[src/rtl/alu_opa_stage_pkg.sv]
// Shared codes and defaults for the ALU operand-A stage.
package alu_opa_stage_pkg;

   localparam int unsigned XLEN_DEFAULT  = 32;
   localparam int unsigned REGAW_DEFAULT = 5;

   // Operand source select codes (3 is reserved and resolves to zero).
   typedef enum logic [1:0] {
      SEL_RS1  = 2'd0,
      SEL_PC   = 2'd1,
      SEL_ZERO = 2'd2,
      SEL_RSVD = 2'd3
   } sel_t;

   // Origin of the resolved operand.
   typedef enum logic [1:0] {
      FWD_NONE = 2'd0,
      FWD_EXM  = 2'd1,
      FWD_MWB  = 2'd2
   } fwd_t;

   // Skid buffer occupancy.
   typedef enum logic [1:0] {
      ST_EMPTY = 2'd0,
      ST_HALF  = 2'd1,
      ST_FULL  = 2'd2
   } state_t;

endpackage

[src/rtl/alu_opa_stage_fwd_resolve.sv]
// Combinational operand-A source selection with EX/MEM > MEM/WB forwarding.
module opa_fwd_resolve
   import alu_opa_stage_pkg::*;
#(
   parameter int unsigned XLEN  = XLEN_DEFAULT,
   parameter int unsigned REGAW = REGAW_DEFAULT
) (
   input  logic [1:0]       sel,
   input  logic [REGAW-1:0] rs1_addr,
   input  logic [XLEN-1:0]  rs1_data,
   input  logic [XLEN-1:0]  pc,
   input  logic             exm_wen,
   input  logic [REGAW-1:0] exm_rd,
   input  logic [XLEN-1:0]  exm_data,
   input  logic             mwb_wen,
   input  logic [REGAW-1:0] mwb_rd,
   input  logic [XLEN-1:0]  mwb_data,
   output logic [XLEN-1:0]  data_c,
   output logic [1:0]       fwd_c
);

   // Register x0 never forwards; EX/MEM is the younger result and wins.
   always_comb begin
      data_c = '0;
      fwd_c  = FWD_NONE;
      case (sel)
         SEL_PC: data_c = pc;
         SEL_RS1: begin
            if (rs1_addr != '0) begin
               if (exm_wen && (exm_rd == rs1_addr)) begin
                  data_c = exm_data;
                  fwd_c  = FWD_EXM;
               end else if (mwb_wen && (mwb_rd == rs1_addr)) begin
                  data_c = mwb_data;
                  fwd_c  = FWD_MWB;
               end else begin
                  data_c = rs1_data;
               end
            end
         end
         default: data_c = '0;
      endcase
   end

endmodule

[src/rtl/alu_opa_stage.sv]
// ALU operand-A stage: resolve at accept, hold in a 2-entry skid buffer.
module alu_opa_stage
   import alu_opa_stage_pkg::*;
#(
   parameter int unsigned XLEN  = XLEN_DEFAULT,
   parameter int unsigned REGAW = REGAW_DEFAULT
) (
   input  logic             clk,
   input  logic             rst_n,
   input  logic             flush,
   input  logic             in_valid,
   output logic             in_ready,
   input  logic [1:0]       sel,
   input  logic [REGAW-1:0] rs1_addr,
   input  logic [XLEN-1:0]  rs1_data,
   input  logic [XLEN-1:0]  pc,
   input  logic             exm_wen,
   input  logic [REGAW-1:0] exm_rd,
   input  logic [XLEN-1:0]  exm_data,
   input  logic             mwb_wen,
   input  logic [REGAW-1:0] mwb_rd,
   input  logic [XLEN-1:0]  mwb_data,
   output logic             out_valid,
   input  logic             out_ready,
   output logic [XLEN-1:0]  opa,
   output logic [1:0]       fwd_src
);

   logic [XLEN-1:0] res_data;
   logic [1:0]      res_fwd;
   state_t          state;
   logic [XLEN-1:0] skid_data;
   logic [1:0]      skid_fwd;
   logic            accept;
   logic            drain;

   opa_fwd_resolve #(
      .XLEN  (XLEN),
      .REGAW (REGAW)
   ) u_resolve (
      .sel      (sel),
      .rs1_addr (rs1_addr),
      .rs1_data (rs1_data),
      .pc       (pc),
      .exm_wen  (exm_wen),
      .exm_rd   (exm_rd),
      .exm_data (exm_data),
      .mwb_wen  (mwb_wen),
      .mwb_rd   (mwb_rd),
      .mwb_data (mwb_data),
      .data_c   (res_data),
      .fwd_c    (res_fwd)
   );

   assign accept = in_valid & in_ready;
   assign drain  = out_valid & out_ready;

   // Head entry lives directly in opa/fwd_src; second entry waits in the skid regs.
   always_ff @(posedge clk or negedge rst_n) begin
      if (!rst_n) begin
         state     <= ST_EMPTY;
         in_ready  <= 1'b0;
         out_valid <= 1'b0;
         opa       <= '0;
         fwd_src   <= FWD_NONE;
         skid_data <= '0;
         skid_fwd  <= FWD_NONE;
      end else if (flush) begin
         state     <= ST_EMPTY;
         in_ready  <= 1'b1;
         out_valid <= 1'b0;
      end else begin
         case (state)
            ST_EMPTY: begin
               in_ready <= 1'b1;
               if (accept) begin
                  opa       <= res_data;
                  fwd_src   <= res_fwd;
                  out_valid <= 1'b1;
                  state     <= ST_HALF;
               end
            end
            ST_HALF: begin
               if (accept && drain) begin
                  opa     <= res_data;
                  fwd_src <= res_fwd;
               end else if (accept) begin
                  skid_data <= res_data;
                  skid_fwd  <= res_fwd;
                  in_ready  <= 1'b0;
                  state     <= ST_FULL;
               end else if (drain) begin
                  out_valid <= 1'b0;
                  state     <= ST_EMPTY;
               end
            end
            ST_FULL: begin
               if (drain) begin
                  opa      <= skid_data;
                  fwd_src  <= skid_fwd;
                  in_ready <= 1'b1;
                  state    <= ST_HALF;
               end
            end
            default: begin
               state     <= ST_EMPTY;
               in_ready  <= 1'b1;
               out_valid <= 1'b0;
            end
         endcase
      end
   end

endmodule

[config.mk]
export PLATFORM = sky130hd
export DESIGN_NAME = alu_opa_stage
export DESIGN_NICKNAME = d
export VERILOG_FILES = /design/src/rtl/alu_opa_stage_pkg.sv /design/src/rtl/alu_opa_stage_fwd_resolve.sv /design/src/rtl/alu_opa_stage.sv
export SDC_FILE = /design/constraint.sdc
export NUM_CORES = 1
export LEC_CHECK = 0
export ABC_AREA = 1
export ABC_CLOCK_PERIOD_IN_PS = 3000
export BUFFER_PORTS_ARGS = -buffer_cell sky130_fd_sc_hd__buf_4
export CAP_MARGIN = 20
export CORE_ASPECT_RATIO = 0.75
export CORE_MARGIN = 2
export CORE_UTILIZATION = 54
export DETAILED_ROUTE_END_ITERATION = 6
export PLACE_DENSITY = 0.95
export RECOVER_POWER = 100
export SLEW_MARGIN = 20
export SYNTH_ARGS = -nofsm -noshare
export SYNTH_HDL_FRONTEND = slang
export SYNTH_SLANG_ARGS = --single-unit
[constraint.sdc]
create_clock -name clk -period 3 [get_ports clk]
set_input_delay 0.6 -clock clk [delete_from_list [all_inputs] [get_ports clk]]
set_output_delay 0.6 -clock clk [all_outputs]
set_load 0.01 [all_outputs]
==> results_dict.tcl, run 1 <==
set metrics [dict create \
    cts_tree "built" \
    io_buffers 187 \
    dp_hpwl_mm 10.4 \
    cellPowerDensity_nw_per_um2 648 \
    die_area_um2 9790 \
    synth_edf_count 0 \
    insertion_delay_ns 0.33 \
    synth-seq-cells 72 \
    first_pass_iters 5 \
    relSlewSlack_pct -18.9 \
    synth_top_area_share_pct 37.0 \
    end_kind "register" \
    cts_buffer_depth 2 \
    synth_nets 938 \
    synth_top_cell_by_area "dfrtp_1" \
    io_pins 188 \
    crit_arrival_ns 2.59 \
    syn2layout_area_growth_pct 32.2 \
    routed.top_layer "met4" \
    design_area_um2 6430 \
    vias_per_cell 5.26 \
    clock.fmax_mhz 422 \
    syn_avg_cell_area_um2 6.19 \
    nets 1106 \
    critPathMaxFanout 22 \
    grt_max_degree 73 \
    grt_overflow 0 \
    h-tree-depth 3 \
    antenna_found_initial 0 \
    violations "capacitance limit, slew limit" \
    met2WireLength_mm 7.25 \
    cp.required_ns 3.22 \
    finClkSkew_ns 0.00643 \
    slew_viol_final 73 \
    drc 0 \
    final_common_cell "nand2_1" \
    start_kind "primary input" \
    reg2reg_slack_ns 1.02 \
    die_y_um 86.2 \
    post_dp_cell_area_um2 6310 \
    worstSetupPathType "in -> reg" \
    grt_pass1_wl_mm 24.9 \
    layout_common_cells "335 x nand2_1, 159 x buf_4, 97 x inv_1, 72 x dfrtp_1, 65 x nand3_1" \
    num_vias 5604 \
    clock-root-buffer "clkbuf_16" \
    ant_nets 0 \
    ir_worst_vdd_v 0.000337 \
    hold_viol 0 \
    synth.area.top_cells "dfrtp_1 37%, nand2_1 26%, inv_1 7.0%" \
    finalCritPeriodShare_pct 79.0 \
    wl_met3_mm 1.52 \
    status "complete, but fails checks" \
    netlist_instances 786 \
    min_period_ns 2.37 \
    wl_per_cell_um 14.3 \
    worst_pin_slew_ns 1.78 \
    die_w_um 114 \
    grt_setup_unrepaired "false" \
    grt_util_all_layers_pct 31.8 \
    cts_setup_buffers 0 \
    drive_gt1_share_pct 21.3 \
    cts.sinks 72 \
    cap_violations 1 \
    finalSetupTns_ns 0 \
    initial_core_util_pct 56.6 \
    synth_cell_type_count 25 \
    synth_ff_type "dfrtp_1" \
    total_leakage_power_uw 0.00383 \
    cts_resized 0 \
    netlist_area_um2 4870 \
    wl_met1_mm 6.24 \
    cts_made_buffers 9 \
    core_um2 8600 \
    setup_viol 0 \
    synthArstFlopShare_pct 100 \
    cts_hold_buf 0 \
    gp_congestion 0.863 \
    grt_pass1_vias 5393 \
    hold_path.class "reg -> reg" \
    synth_warnings 0 \
    path_clk_slew_ns 0.05 \
    rows 29 \
    num_antenna_cells 0 \
    initialDrtViolationCount 316 \
    ys_seq_area_share_pct 37.0 \
    wl_mm 15.2 \
]
-- worst paths after layout --
check,start,to,cells past startpoint
worst max-delay path,rs1_addr[3],opa[5],13
worst max register to register,state[0],opa[17],8
min in group asynchronous,rst_n,skid_data[23],1
worst min-delay path,opa[2],opa[2],2
max in group asynchronous,rst_n,opa[31],1
worst min register to register,opa[2],opa[2],2
-- report_power, final --
group / total [uW] / internal (uW) / switching [uW]
sequential: 1560 / 1370 / 191
combinational: 1560 / 568 / 989
clock: 1050 / 657 / 390
-- synth_stat cells (2+ instances only) --
cell type  count
inv_2         24
buf_6          2
nand3_1       66
nand2_1      335
a21oi_1       33
clkbuf_1       9
buf_2         30
o211ai_1       2
inv_1         91
o21ai_0        3
dfrtp_1       72
nor2_4         3
nor2_1        45
nand4_1       33
nor2_2         4
o21ai_1       25
-- flip-flops by register name, indices dropped and copies added (netlist names) --
signal,count
fwd_src,2
opa,32
out_valid,1
in_ready,1
state,2
skid_data,32
skid_fwd,2
-- logic make-up after synthesis --
group | after synthesis | synth area share [%]
buffers and inverters | 157 | 13.2
AO/OA/AOI/OAI | 66 | 7.02
flip-flops | 72 | 37.0
AND/OR/NAND/NOR | 491 | 42.8
-- worst max-delay path, cell delays in order --
cell and delay, ns:
clkbuf_1 0.17, clkinv_1 0.11, nand2_1 0.07, nand2_1 0.05
nor2_1 0.16, nand3_2 0.51, clkbuf_1 0.43, nand2_1 0.13
nand3_1 0.08, nand2_1 0.08, nand3_1 0.07, nand2_1 0.08
nand2_1 0.04
-- through the flow --
stage	hold WS [ns]	power (uW)	instances	util (%)	worst slack, ns
3_5_place_dp	0.466	3280	1051	73.3	0.615
3_3_place_gp	0.462	3210	1051	73.3	0.680
6_report	0.484	4170	1066	74.8	0.631
2_1_floorplan	0.304	2550	786	-	1.35
5_1_grt	0.500	4460	1066	74.8	0.397
4_1_cts	0.438	4330	1066	76.7	0.949
-- metal layers --
metal | vias up | global-route usage [%]
met4 | 0 | 7.54
met2 | 304 | 54.8
met1 | 2511 | 40.9
met5 | - | 0
li1 | 2758 | -
met3 | 31 | 7.69
-- cell type report --
type,instances,area [um^2]
clock buffers,11,243
clock inverters,4,45.0
fillers,727,2170
inverters,115,432
multi-input cells,557,2410
flip-flops and latches,72,1800
well taps,108,135
repair buffers,199,1360
(Power assumes the default switching activity.)
==> inputs of run 2 (changes only) <==
ABC_CLOCK_PERIOD_IN_PS = 2300   (was 3000)
CORE_UTILIZATION = 50   (was 54)
PLACE_DENSITY = 0.9   (was 0.95)
clock period = 2.3 ns   (was 3 ns; I/O delays follow)
==> run 2 against run 1 <==
Against the previous run:
- combinational power grew 29%
- first-iteration DRC count grew 47%
- largest power group unchanged
- register-to-register slack lost 0.64 ns
- sequential power grew 30%
- worst setup slack lost 0.25 ns
- routed wire length shrank 4.2%
- final cell count grew 2.9%
- clock skew grew 0.0037 ns
- the flow now finishes without violations
==> results_dict.tcl, run 2 (synthesis results as in run 1) <==
set metrics [dict create \
    grt_setup_unrepaired "false" \
    finish.utilization_pct 68.9 \
    grt_pass1_vias 5201 \
    syn2layout_area_growth_pct 35.0 \
    final_common_cell "nand2_1" \
    cts.sinks 72 \
    setup_viol 0 \
    total_leakage_power_uw 0.00390 \
    io_buffers 187 \
    end_kind "register" \
    grt_pass1_wl_mm 24.1 \
    core_um2 9540 \
    antenna_found_initial 0 \
    dp_hpwl_mm 10.6 \
    worstSetupPathType "reg -> reg" \
    critPathSlowestCell "clkbuf_1" \
    cap_violations 0 \
    grt_max_degree 68 \
    path_clk_slew_ns 0.06 \
    clock-root-buffer "clkbuf_16" \
    cts_buffer_depth 2 \
    h-tree-depth 3 \
    worst_pin_slew_ns 1.04 \
    num_vias 5528 \
    drive_gt1_share_pct 22.4 \
    cts_setup_buffers 0 \
    die_area_um2 10500 \
    path_buf_inv 3 \
    min_period_ns 1.92 \
    crit_arrival_ns 2.19 \
    layout_common_cells "336 x nand2_1, 162 x buf_4, 92 x inv_1, 72 x dfrtp_1, 65 x nand3_1" \
    drc 0 \
    cp_top_family "buffers and inverters" \
    rows 31 \
    die_y_um 89.4 \
    clock.fmax_mhz 521 \
    finalCritPeriodShare_pct 83.5 \
    gp_congestion 0.855 \
    wl_per_cell_um 13.3 \
    initialDrtViolationCount 464 \
    grt_util_all_layers_pct 28.3 \
    fillers 880 \
    initial_core_util_pct 51.0 \
    critPathMaxFanout 18 \
    cpPeakStageDelay_ns 0.48 \
    hold_path.class "in -> async" \
    cts_hold_buf 0 \
    vias_per_cell 5.04 \
    die_w_um 118 \
    post_dp_cell_area_um2 6380 \
    start_kind "register" \
    slew_viol_final 0 \
    first_pass_iters 5 \
    status "completed" \
    hold_viol 0 \
    insertion_delay_ns 0.33 \
    relSlewSlack_pct 30.8 \
    finalSetupTns_ns 0 \
    io_pins 188 \
    wl_mm 14.6 \
    crit_chain "nor2_1 > clkbuf_1 > inv_1 > clkbuf_2 > nand3_1 > nand2_1 > nand2_1" \
    finClkSkew_ns 0.0101 \
    cp.required_ns 2.57 \
    cts_tree "built" \
    cts_made_buffers 9 \
    grt_overflow 0 \
    num_antenna_cells 0 \
    ir_worst_vdd_v 0.000451 \
    worst_path_most_repeated_cell "nand2_1" \
    ant_nets 0 \
    cellPowerDensity_nw_per_um2 859 \
    largestRegisters "opa x32, skid_data x32" \
    cts_resized 0 \
    design_area_um2 6570 \
    nets 1112 \
]
run 2: cell types whose count changed in the layout (fill, tap and decap cells not counted), sizes merged:
cell,change
buf,+3
clkinv,-2
inv,+1
clkbuf,+3
bufinv,+2
run 2: routing by layer:
metal  track usage, %  share of wire [%]  wire, um
met2             47.7                 46      6740
met4             7.45                1.1       154
met1             37.3                 44      6480
met5                0                  0         0
met3             6.76                8.4      1230
run 2: per-stage QoR:
stage	std cells	worst slack, ns	power (uW)	hold WS (ns)
after global routing	1097	0.190	6050	0.356
final	1097	0.380	5640	0.269
after CTS	1097	0.527	5890	0.112
after floorplan	786	0.787	3320	0.164
after global placement	1081	0.373	4210	0.456
after detailed placement	1081	0.317	4270	0.459
run 2: area by class of cell:
class	count	area (um^2)	share of cell area [%]
clock inverters	5	104	1.58
flip-flops and latches	72	1800	27.4
well taps	132	165	2.51
inverters	115	432	6.57
repair buffers	205	1400	21.3
clock buffers	11	243	3.69
multi-input cells	557	2430	36.9
run 2: final timing paths:
check	startpoint	to	slack, ns	depth (start not counted)
min in group clk	pc[19]	skid_data[19]	0.45	5
max reg2reg	state[0]	opa[1]	0.38	7
max in group asynchronous	rst_n	skid_data[23]	0.57	2
min reg2reg	opa[8]	opa[8]	0.48	2
min	rst_n	opa[3]	0.27	1
max	state[0]	opa[1]	0.38	7
run 2: where the power goes:
part | switching [uW] | total (uW) | internal (uW)
logic | 1250 | 2010 | 752
clock network | 518 | 1610 | 1090
registers | 240 | 2030 | 1790
total | 2010 | 5640 | 3630
run 2: worst register-to-register path: stages, from the launching register on:
cell and delay, ns:
dfrtp_1 0.43, nor2_1 0.15, clkbuf_1 0.48, inv_1 0.12
clkbuf_2 0.34, nand3_1 0.19, nand2_1 0.09, nand2_1 0.06
